--- src/rtl/mips_ctrl_pkg.sv ---
// Shared encodings for the multicycle MIPS controller: opcodes, state numbers,
// datapath select codes and the internal control word.
package mips_ctrl_pkg;

  localparam logic [5:0] OP_RTYPE = 6'h00;
  localparam logic [5:0] OP_J     = 6'h02;
  localparam logic [5:0] OP_BEQ   = 6'h04;
  localparam logic [5:0] OP_BNE   = 6'h05;
  localparam logic [5:0] OP_ADDI  = 6'h08;
  localparam logic [5:0] OP_ORI   = 6'h0D;
  localparam logic [5:0] OP_LW    = 6'h23;
  localparam logic [5:0] OP_SW    = 6'h2B;

  typedef enum logic [3:0] {
    S_FETCH     = 4'd0,
    S_DECODE    = 4'd1,
    S_MEM_ADDR  = 4'd2,
    S_MEM_READ  = 4'd3,
    S_MEM_WB    = 4'd4,
    S_MEM_WRITE = 4'd5,
    S_EXECUTE   = 4'd6,
    S_R_WB      = 4'd7,
    S_BRANCH    = 4'd8,
    S_JUMP      = 4'd9,
    S_I_EXEC    = 4'd10,
    S_I_WB      = 4'd11
  } state_e;

  localparam logic [2:0] ALUOP_ADD   = 3'b100;
  localparam logic [2:0] ALUOP_OR    = 3'b101;
  localparam logic [2:0] ALUOP_SUB   = 3'b011;
  localparam logic [2:0] ALUOP_FUNCT = 3'b111;

  localparam logic [1:0] SRCB_REG    = 2'b00;
  localparam logic [1:0] SRCB_FOUR   = 2'b01;
  localparam logic [1:0] SRCB_IMM    = 2'b10;
  localparam logic [1:0] SRCB_IMM_SH = 2'b11;

  localparam logic [1:0] PCSRC_ALU    = 2'b00;
  localparam logic [1:0] PCSRC_ALUOUT = 2'b01;
  localparam logic [1:0] PCSRC_JUMP   = 2'b10;

  typedef struct packed {
    logic       pc_write;
    logic       iord;
    logic       mem_read;
    logic       mem_write;
    logic       ir_write;
    logic       reg_dst;
    logic       memto_reg;
    logic       reg_write;
    logic       alu_src_a;
    logic [1:0] alu_src_b;
    logic [2:0] alu_op;
    logic [1:0] pc_source;
    logic       branch_eq;
    logic       branch_ne;
    logic       illegal;
  } ctrl_word_t;

endpackage

--- src/rtl/multicycle_control_if.sv ---
// Controller <-> datapath signal bundle; master is the controller side.
interface multicycle_control_if;
  logic [5:0] OP;
  logic       Zero;
  logic       MemReady;
  logic       PCEn;
  logic       IorD;
  logic       MemRead;
  logic       MemWrite;
  logic       IRWrite;
  logic       RegDst;
  logic       MemtoReg;
  logic       RegWrite;
  logic       ALUSrcA;
  logic [1:0] ALUSrcB;
  logic [2:0] ALUOp;
  logic [1:0] PCSource;
  logic       BranchEQ;
  logic       BranchNE;
  logic       Illegal;
  logic [3:0] State;

  modport master (
    input  OP, Zero, MemReady,
    output PCEn, IorD, MemRead, MemWrite, IRWrite, RegDst, MemtoReg, RegWrite,
           ALUSrcA, ALUSrcB, ALUOp, PCSource, BranchEQ, BranchNE, Illegal, State
  );

  modport slave (
    output OP, Zero, MemReady,
    input  PCEn, IorD, MemRead, MemWrite, IRWrite, RegDst, MemtoReg, RegWrite,
           ALUSrcA, ALUSrcB, ALUOp, PCSource, BranchEQ, BranchNE, Illegal, State
  );
endinterface

--- src/rtl/multicycle_control_output_decode.sv ---
// Combinational map from (state, opcode, memory ready) to the control word.
module control_output_decode
  import mips_ctrl_pkg::*;
(
  input  state_e     state,
  input  logic [5:0] op,
  input  logic       mem_ready,
  output ctrl_word_t cw
);

  always_comb begin
    cw = '0;
    case (state)
      S_FETCH: begin
        cw.mem_read  = 1'b1;
        cw.alu_src_b = SRCB_FOUR;
        cw.alu_op    = ALUOP_ADD;
        cw.ir_write  = mem_ready;
        cw.pc_write  = mem_ready;
      end
      S_DECODE: begin
        cw.alu_src_b = SRCB_IMM_SH;
        cw.alu_op    = ALUOP_ADD;
        case (op)
          OP_RTYPE, OP_J, OP_BEQ, OP_BNE,
          OP_ADDI, OP_ORI, OP_LW, OP_SW: cw.illegal = 1'b0;
          default:                       cw.illegal = 1'b1;
        endcase
      end
      S_MEM_ADDR: begin
        cw.alu_src_a = 1'b1;
        cw.alu_src_b = SRCB_IMM;
        cw.alu_op    = ALUOP_ADD;
      end
      S_MEM_READ: begin
        cw.mem_read = 1'b1;
        cw.iord     = 1'b1;
      end
      S_MEM_WB: begin
        cw.reg_write = 1'b1;
        cw.memto_reg = 1'b1;
      end
      S_MEM_WRITE: begin
        cw.mem_write = 1'b1;
        cw.iord      = 1'b1;
      end
      S_EXECUTE: begin
        cw.alu_src_a = 1'b1;
        cw.alu_src_b = SRCB_REG;
        cw.alu_op    = ALUOP_FUNCT;
      end
      S_R_WB: begin
        cw.reg_write = 1'b1;
        cw.reg_dst   = 1'b1;
      end
      S_BRANCH: begin
        cw.alu_src_a = 1'b1;
        cw.alu_src_b = SRCB_REG;
        cw.alu_op    = ALUOP_SUB;
        cw.pc_source = PCSRC_ALUOUT;
        cw.branch_eq = (op == OP_BEQ);
        cw.branch_ne = (op == OP_BNE);
      end
      S_JUMP: begin
        cw.pc_source = PCSRC_JUMP;
        cw.pc_write  = 1'b1;
      end
      S_I_EXEC: begin
        cw.alu_src_a = 1'b1;
        cw.alu_src_b = SRCB_IMM;
        cw.alu_op    = (op == OP_ADDI) ? ALUOP_ADD : ALUOP_OR;
      end
      S_I_WB: begin
        cw.reg_write = 1'b1;
      end
      default: cw = '0;
    endcase
  end

endmodule

--- src/rtl/multicycle_control.sv ---
// Multicycle MIPS sequencing controller: state register, next-state logic,
// reset gating of write strobes and PC enable.
module multicycle_control
  import mips_ctrl_pkg::*;
(
  input  logic                clk,
  input  logic                reset,
  multicycle_control_if.master bus
);

  state_e     state_q, state_d;
  ctrl_word_t cw;

  always_comb begin
    state_d = S_FETCH;
    case (state_q)
      S_FETCH:  state_d = bus.MemReady ? S_DECODE : S_FETCH;
      S_DECODE: begin
        case (bus.OP)
          OP_RTYPE:        state_d = S_EXECUTE;
          OP_LW, OP_SW:    state_d = S_MEM_ADDR;
          OP_ADDI, OP_ORI: state_d = S_I_EXEC;
          OP_BEQ, OP_BNE:  state_d = S_BRANCH;
          OP_J:            state_d = S_JUMP;
          default:         state_d = S_FETCH;
        endcase
      end
      S_MEM_ADDR:  state_d = (bus.OP == OP_LW) ? S_MEM_READ : S_MEM_WRITE;
      S_MEM_READ:  state_d = bus.MemReady ? S_MEM_WB : S_MEM_READ;
      S_MEM_WB:    state_d = S_FETCH;
      S_MEM_WRITE: state_d = bus.MemReady ? S_FETCH : S_MEM_WRITE;
      S_EXECUTE:   state_d = S_R_WB;
      S_R_WB:      state_d = S_FETCH;
      S_BRANCH:    state_d = S_FETCH;
      S_JUMP:      state_d = S_FETCH;
      S_I_EXEC:    state_d = S_I_WB;
      S_I_WB:      state_d = S_FETCH;
      default:     state_d = S_FETCH;
    endcase
  end

  always_ff @(posedge clk or negedge reset) begin
    if (!reset) state_q <= S_FETCH;
    else        state_q <= state_d;
  end

  control_output_decode u_decode (
    .state     (state_q),
    .op        (bus.OP),
    .mem_ready (bus.MemReady),
    .cw        (cw)
  );

  // Write strobes are gated by reset directly so nothing commits while reset is low,
  // even though FETCH decodes IRWrite/PCWrite from MemReady.
  assign bus.PCEn     = (cw.pc_write | (cw.branch_eq & bus.Zero) | (cw.branch_ne & ~bus.Zero)) & reset;
  assign bus.IRWrite  = cw.ir_write & reset;
  assign bus.RegWrite = cw.reg_write & reset;
  assign bus.MemWrite = cw.mem_write & reset;
  assign bus.IorD     = cw.iord;
  assign bus.MemRead  = cw.mem_read;
  assign bus.RegDst   = cw.reg_dst;
  assign bus.MemtoReg = cw.memto_reg;
  assign bus.ALUSrcA  = cw.alu_src_a;
  assign bus.ALUSrcB  = cw.alu_src_b;
  assign bus.ALUOp    = cw.alu_op;
  assign bus.PCSource = cw.pc_source;
  assign bus.BranchEQ = cw.branch_eq;
  assign bus.BranchNE = cw.branch_ne;
  assign bus.Illegal  = cw.illegal;
  assign bus.State    = state_q;

endmodule

--- src/flat_wrapper.sv ---
// flat-port wrapper written by rule: the top's interface ports become plain ports
module multicycle_control_flat import mips_ctrl_pkg::*;
  (clk, reset, bus_OP, bus_Zero, bus_MemReady, bus_PCEn, bus_IorD, bus_MemRead, bus_MemWrite, bus_IRWrite, bus_RegDst, bus_MemtoReg, bus_RegWrite, bus_ALUSrcA, bus_ALUSrcB, bus_ALUOp, bus_PCSource, bus_BranchEQ, bus_BranchNE, bus_Illegal, bus_State);
  multicycle_control_if bus_i ();
  input  logic clk;
  input  logic reset;
  input wire logic [$bits(bus_i.OP)-1:0] bus_OP;
  input wire logic [$bits(bus_i.Zero)-1:0] bus_Zero;
  input wire logic [$bits(bus_i.MemReady)-1:0] bus_MemReady;
  output wire logic [$bits(bus_i.PCEn)-1:0] bus_PCEn;
  output wire logic [$bits(bus_i.IorD)-1:0] bus_IorD;
  output wire logic [$bits(bus_i.MemRead)-1:0] bus_MemRead;
  output wire logic [$bits(bus_i.MemWrite)-1:0] bus_MemWrite;
  output wire logic [$bits(bus_i.IRWrite)-1:0] bus_IRWrite;
  output wire logic [$bits(bus_i.RegDst)-1:0] bus_RegDst;
  output wire logic [$bits(bus_i.MemtoReg)-1:0] bus_MemtoReg;
  output wire logic [$bits(bus_i.RegWrite)-1:0] bus_RegWrite;
  output wire logic [$bits(bus_i.ALUSrcA)-1:0] bus_ALUSrcA;
  output wire logic [$bits(bus_i.ALUSrcB)-1:0] bus_ALUSrcB;
  output wire logic [$bits(bus_i.ALUOp)-1:0] bus_ALUOp;
  output wire logic [$bits(bus_i.PCSource)-1:0] bus_PCSource;
  output wire logic [$bits(bus_i.BranchEQ)-1:0] bus_BranchEQ;
  output wire logic [$bits(bus_i.BranchNE)-1:0] bus_BranchNE;
  output wire logic [$bits(bus_i.Illegal)-1:0] bus_Illegal;
  output wire logic [$bits(bus_i.State)-1:0] bus_State;
  assign bus_i.OP = bus_OP;
  assign bus_i.Zero = bus_Zero;
  assign bus_i.MemReady = bus_MemReady;
  assign bus_PCEn = bus_i.PCEn;
  assign bus_IorD = bus_i.IorD;
  assign bus_MemRead = bus_i.MemRead;
  assign bus_MemWrite = bus_i.MemWrite;
  assign bus_IRWrite = bus_i.IRWrite;
  assign bus_RegDst = bus_i.RegDst;
  assign bus_MemtoReg = bus_i.MemtoReg;
  assign bus_RegWrite = bus_i.RegWrite;
  assign bus_ALUSrcA = bus_i.ALUSrcA;
  assign bus_ALUSrcB = bus_i.ALUSrcB;
  assign bus_ALUOp = bus_i.ALUOp;
  assign bus_PCSource = bus_i.PCSource;
  assign bus_BranchEQ = bus_i.BranchEQ;
  assign bus_BranchNE = bus_i.BranchNE;
  assign bus_Illegal = bus_i.Illegal;
  assign bus_State = bus_i.State;
  multicycle_control u_core (.clk(clk), .reset(reset), .bus(bus_i));
endmodule
--- config.mk ---
export PLATFORM = sky130hd
export DESIGN_NAME = multicycle_control_flat
export DESIGN_NICKNAME = d
export VERILOG_FILES = /design/src/rtl/mips_ctrl_pkg.sv /design/src/rtl/multicycle_control_if.sv /design/src/rtl/multicycle_control_output_decode.sv /design/src/rtl/multicycle_control.sv /design/src/flat_wrapper.sv
export SDC_FILE = /design/constraint.sdc
export NUM_CORES = 1
export LEC_CHECK = 0
export CORE_MARGIN = 2
export CORE_UTILIZATION = 38
export CTS_CLUSTER_SIZE = 20
export DETAILED_ROUTE_END_ITERATION = 10
export HOLD_SLACK_MARGIN = 0.05
export PLACE_DENSITY = 0.74
export SLEW_MARGIN = 20
export SYNTH_ARGS = -nofsm -noshare
export SYNTH_HDL_FRONTEND = slang
export SYNTH_HIERARCHICAL = 1
export SYNTH_SLANG_ARGS = --single-unit
export TNS_END_PERCENT = 50
--- constraint.sdc ---
create_clock -name clk -period 1.4 [get_ports clk]
set_clock_uncertainty 0.15 [all_clocks]
set_input_delay 0.14 -clock clk [delete_from_list [all_inputs] [get_ports clk]]
set_output_delay 0.14 -clock clk [all_outputs]
set_load 0.01 [all_outputs]
# After elaboration in Yosys (flattened, before gate mapping)
# Index checks and enable logic that the tools add are counted.
[word_totals] reg_bits=4 inputBits=10 wordCells=59
[op_classes] eq_ne=18 muxes=21 n_bitwise=9 reduce_logical=10
[op_table] operator="$pmux 5 s6" n=1
[op_table] operator="$pmux 4 s7" n=1
[op_table] operator="$pmux 4 s5" n=1
[op_table] operator="$eq 4x3->1 const B" n=4
[op_table] operator="$eq 4x4->1 const B" n=4
[op_table] operator="$eq 6x3->1 const B" n=2
[op_table] operator="$eq 6x4->1 const B" n=2
[op_table] operator="$eq 6x6->1 const B" n=2
[op_table] operator="$mux 1" n=12
[op_table] operator="$reduce_or 2->1" n=5
[op_table] operator="$mux 3" n=3
[op_table] operator="$eq 4x2->1 const B" n=2
[op_table] operator="$reduce_or 8->1" n=1
[op_table] operator="$and 1x1->1" n=6
[op_table] operator="$eq 6x2->1 const B" n=1
[op_table] operator="$logic_not 6->1" n=1
[op_table] operator="$eq 4x1->1 const B" n=1
[op_table] operator="$logic_not 4->1" n=1
[op_table] operator="$pmux 2 s2" n=1
[op_table] operator="$reduce_or 4->1" n=1
[op_table] operator="$reduce_or 3->1" n=1
[op_table] operator="$mux 2" n=1
[op_table] operator="$or 1x1->1" n=2
[op_table] operator="$pmux 1 s2" n=1
[op_table] operator="$not 1->1" n=1

# Longest topological paths before layout
[logic_depth] word_depth=6 depth_mapped=5

# By module
# The synthesis kept the hierarchy.
[by_module_without_submodules] module="multicycle_control" n_inst=1 cells_each=50 area_each_um2=407.9 seq_area_each_um2=100.1
[by_module_without_submodules] module="control_output_decode" n_inst=1 cells_each=54 area_each_um2=354.1 seq_area_each_um2=0.0

# Worst setup path after synthesis
# OpenSTA, ideal clock, no wires.
[synth_timing] path_type="reg-to-output" from="reg u_core.state_q[2] (netlist: u_core/bus.State[2])" to="out bus_PCEn" arrival_time_ps=1449 t_required_ps=1110 setup_slack_ps=-339 path_stages_with_launch=6 n_path_buf=0 cell_sequence="dfrtp_1 nand2b_2 nor4_2 and4b_1 mux2_2 o21a_1"
[synth_between] elab_cells_between_ends=10
[synth_rtl] element="start, declared" line_no="multicycle_control.sv:11" rtl="state_e state_q, state_d;"
[synth_rtl] element="start signal, assigned" line_no="multicycle_control.sv:44" rtl="else state_q <= state_d;"
[synth_rtl] element="$eq 4x4->1" line_no="multicycle_control_output_decode.sv:13" rtl="case (state)"
[synth_rtl] element="$mux 2" line_no="multicycle_control_output_decode.sv:13"
[synth_rtl] element="net bus_BranchNE" line_no="flat_wrapper.sv:23" rtl="output wire logic [$bits(bus_i.BranchNE)-1:0] bus_BranchNE;"
[synth_rtl] element="$and 1x1->1" line_no="multicycle_control.sv:56" rtl="assign bus.PCEn = (cw.pc_write | (cw.branch_eq & bus.Zero) | (cw.branch_ne & ~bus.Zero)) & reset;"
[synth_rtl] element="$or 1x1->1" line_no="multicycle_control.sv:56"
[synth_rtl] element="$and 1x1->1" line_no="multicycle_control.sv:56"
[synth_rtl] element="end, declared" line_no="flat_wrapper.sv:10" rtl="output wire logic [$bits(bus_i.PCEn)-1:0] bus_PCEn;"
# The timed path passes the listed nets, and every way through them passes these cells.

# Worst setup path in the final report
[layout_timing] from="reg u_core.state_q[2] (netlist: u_core/bus.State[2])" to="out bus_PCEn"
[layout_between] elab_chain_cells=6 elab_cells_between_ends=10
[layout_lines] element="$eq 4x4->1" line_no="multicycle_control_output_decode.sv:13"
[layout_lines] element="$mux 2" line_no="multicycle_control_output_decode.sv:13"
[layout_lines] element="$and 1x1->1" line_no="multicycle_control.sv:56"
[layout_lines] element="$or 1x1->1" line_no="multicycle_control.sv:56"
[layout_lines] element="$or 1x1->1 (*)" line_no="multicycle_control.sv:56"
[layout_lines] element="$and 1x1->1 (*)" line_no="multicycle_control.sv:56"
# Every way passes the cells marked *; elsewhere a longest branch is shown, timed or not.

==> insert_results.sql <==
INSERT INTO impl_metrics (metric_group, metric, value, unit) VALUES
('detailed_routing', 'vias', '1148', ''),
('power_and_ir_drop', 'clk_pwr_share', '10.3', '%'),
('cts', 'htree_levels', '1', ''),
('cells_and_area', 'layout.nets', '186', ''),
('yosys', 'synth_top_cell_area_share', '13.14', '%'),
('power_and_ir_drop', 'ir_drop_worst_vdd', '1009', 'µV'),
('sta', 'worst_slew_pin_slew', '304.0', 'ps'),
('yosys', 'yosysTopAreaCell', 'dfrtp_1', ''),
('critical_path', 'start_kind', 'register', ''),
('sta', 'final_period_minus_worst_setup_slack', '2040', 'ps'),
('power_and_ir_drop', 'internal_power', '0.8693', 'mW'),
('yosys', 'synth_top_family_by_area', 'simple AND/OR/NAND/NOR gates', ''),
('critical_path', 'required_time_worst_endpoint', '1110', 'ps'),
('sta', 'fin_tns_setup', '-7726', 'ps'),
('placement', 'io_buffers', '32', ''),
('sta', 'maxClockFrequency', '490.1', 'MHz'),
('cells_and_area', 'multi_input_comb_area', '773.2', 'µm²'),
('placement', 'placed_cells_incl_taps', '184', ''),
('die', 'fp.dieH', '48.78', 'µm'),
('die', 'chipWidth', '48.78', 'µm'),
('detailed_routing', 'dr.pass1.iters', '4', ''),
('sta', 'layout_setup_ws', '-640.4', 'ps'),
('power_and_ir_drop', 'finalPower', '1.508', 'mW'),
('detailed_routing', 'wire_per_inst', '18.26', 'µm'),
('yosys', 'synth-compound-area-share', '25.12', '%'),
('cells_and_area', 'final_core_utilization', '82.75', '%'),
('yosys', 'syn-instance-count', '104', ''),
('die', 'core_region_area', '1922', 'µm²'),
('global_routing', 'grt_start_max_net_pins', '14', ''),
('sta', 'final-hold-violation-count', '0', ''),
('power_and_ir_drop', 'switchingPower', '0.6386', 'mW'),
('power_and_ir_drop', 'combinationalPowerShare', '78.5', '%'),
('sta', 'max-slew-margin-rel', '79.57', '%'),
('die', 'die-area', '2379', 'µm²'),
('power_and_ir_drop', 'power_density', '948.3', 'nW/µm²'),
('cts', 'worstSkewPairLatency', '250', 'ps'),
('sta', 'setup_viols_final', '25', ''),
('cells_and_area', 'largest_register_ff_count', '4', ''),
('die', 'floorplan.initialDensity', '39.65', '%'),
('global_routing', 'grt_pass1_vias', '1104', ''),
('yosys', 'ys_warn_count', '6', ''),
('cells_and_area', 'n_fill_cell', '130', ''),
('yosys', 'synth.cell_area', '762.0', 'µm²'),
('yosys', 'synth-xor-area-share', '2.299', '%'),
('cts', 'cts_num_sinks', '4', ''),
('cells_and_area', 'most-common-layout-cells', 'buf_6 (22), buf_4 (20), buf_2 (16)', ''),
('detailed_routing', 'via_cell_ratio', '5.711', ''),
('cts', 'path_clk_slew', '40', 'ps'),
('cts', 'tritoncts', 'built', ''),
('yosys', 'synth_mux_area_share', '1.478', '%'),
('die', 'io-pin-count', '33', ''),
('run', 'cap_violations', '0', ''),
('sta', 'unrepaired_setup_endpoints_after_global_routing', 'yes', ''),
('cells_and_area', 'layout_commonest_cell', 'buf_6', ''),
('critical_path', 'worstSetupEndpointType', 'output pin', ''),
('yosys', 'synth_fa_ha_area_share', '0', '%'),
('critical_path', 'critPathMaxFanout', '3', ''),
('min_path', 'hold_path.class', 'in2async', ''),
('yosys', 'synth_simple_gate_area_share', '53.20', '%'),
('detailed_routing', 'dr.first_iter.drc_count', '22', ''),
('run_status', 'violations', 'negative setup slack', ''),
('detailed_routing', 'route.detailed.drc', '0', ''),
('cells_and_area', 'ff_latch_area', '103.9', 'µm²'),
('placement', 'place_congestion', '0.7827', ''),
('run_status', 'outcome', 'finished with violations', ''),
('power_and_ir_drop', 'power_switching_share', '42.35', '%'),
('placement', 'place_hpwl', '1932', 'µm'),
('cells_and_area', 'share_of_cells_above_drive_strength_1', '59.20', '%'),
('critical_path', 'worst-setup-path-type', 'reg2out', ''),
('critical_path', 'timing.critical_path.arrival', '1750', 'ps'),
('global_routing', 'number_of_antenna_violations_at_the_first_check_in_global_routing', '0', '');
[metal layers]
| layer | GRT usage [%] | share of wire [%] |
|---|---|---|
| met5 | 0 | 0 |
| met4 | 16.19 | 5.0 |
| met3 | 5.215 | 3.7 |
| met2 | 49.54 | 53 |
| met1 | 27.10 | 38 |
[through the flow]
stage                     setup slack (ps)  instance area (µm²)
after floorplan                     -245.0                780.7
after global placement               -1100                 1306
after detailed placement             -1182                 1306
after CTS                           -641.8                 1435
after global routing                -695.9                 1590
final                               -640.4                 1590
[repair_timing]
item | CTS | global route
hold buffers | 0 | 0
setup buffers | 10 | 9
resized for setup | 117 | 35
pin swaps | 16 | 14
endpoints found under the setup margin | 27 | 26
[cells by family after synthesis]
logic type,after synthesis
compound gates,28
buf+inv,8
simple gates,61
flops,4
xor+xnor,2
mux,1
[worst paths after layout]
check	start	endpoint	slack (ps)	cells past startpoint
setup / recovery	u_core/bus.State[2]$_DFF_PN0_	bus_PCEn	-640	7
hold / removal	reset	u_core/bus.State[3]$_DFF_PN0_	170	2
setup reg to reg	u_core/bus.State[1]$_DFF_PN0_	u_core/bus.State[0]$_DFF_PN0_	-270	7
hold reg to reg	u_core/bus.State[2]$_DFF_PN0_	u_core/bus.State[3]$_DFF_PN0_	560	2
max in group asynchronous	reset	u_core/bus.State[0]$_DFF_PN0_	810	2
min in group clk	bus_OP[1]	u_core/bus.State[2]$_DFF_PN0_	300	3
[cell usage after synthesis]
cell type and n:
or3_1 3, nor3b_1 2, xnor2_1 2, nand4b_1 2
o21a_1 2, a22oi_1 1, o221ai_2 1, clkbuf_1 1
or2_0 1, nor4b_2 1, o21ai_0 3, nor2_1 7
nand4_1 2, a32oi_1 1, a21oi_1 11, nand2b_2 1
and2_1 3, and2b_1 1, a41o_1 1, a21o_1 1
and4b_1 1, nand2b_4 1, a211oi_2 1, or2_1 1
o22a_1 1, mux2_2 1, buf_2 5, nand2_1 6
nor4_2 2, nor3_1 10, or3b_1 2, nand3_1 3
nor3b_2 1, or3_4 1, dfrtp_1 4, o221ai_1 2
inv_1 2, o22ai_1 3, nand2b_1 5, and3b_1 1
and4bb_1 1, nand3b_1 3
[area by class of cell]
class,instances,area share [%]
multi-input combinational,92,48.62
timing repair buffer,73,40.83
sequential,4,6.530
tap,27,2.124
clock buffer,3,1.416
inverter,2,0.4721
[power groups by stage]
stage               registers [mW]  logic (mW)  clock network (mW)
floorplan                    0.196       0.379                   0
global placement             0.162       0.811                   0
detailed placement           0.162       0.828                   0
CTS                          0.167       0.946               0.157
global route                 0.170        1.25               0.169
finish                       0.169        1.18               0.155
[critical path, cell delays in order, from the launching register on]
cell,delay (ps)
dfrtp_1,390
nand2b_4,170
nor4_4,210
and4b_1,240
buf_4,110
mux2_4,130
o21a_1,120
buf_2,130
No activity file was read; power rests on OpenSTA's default activity.
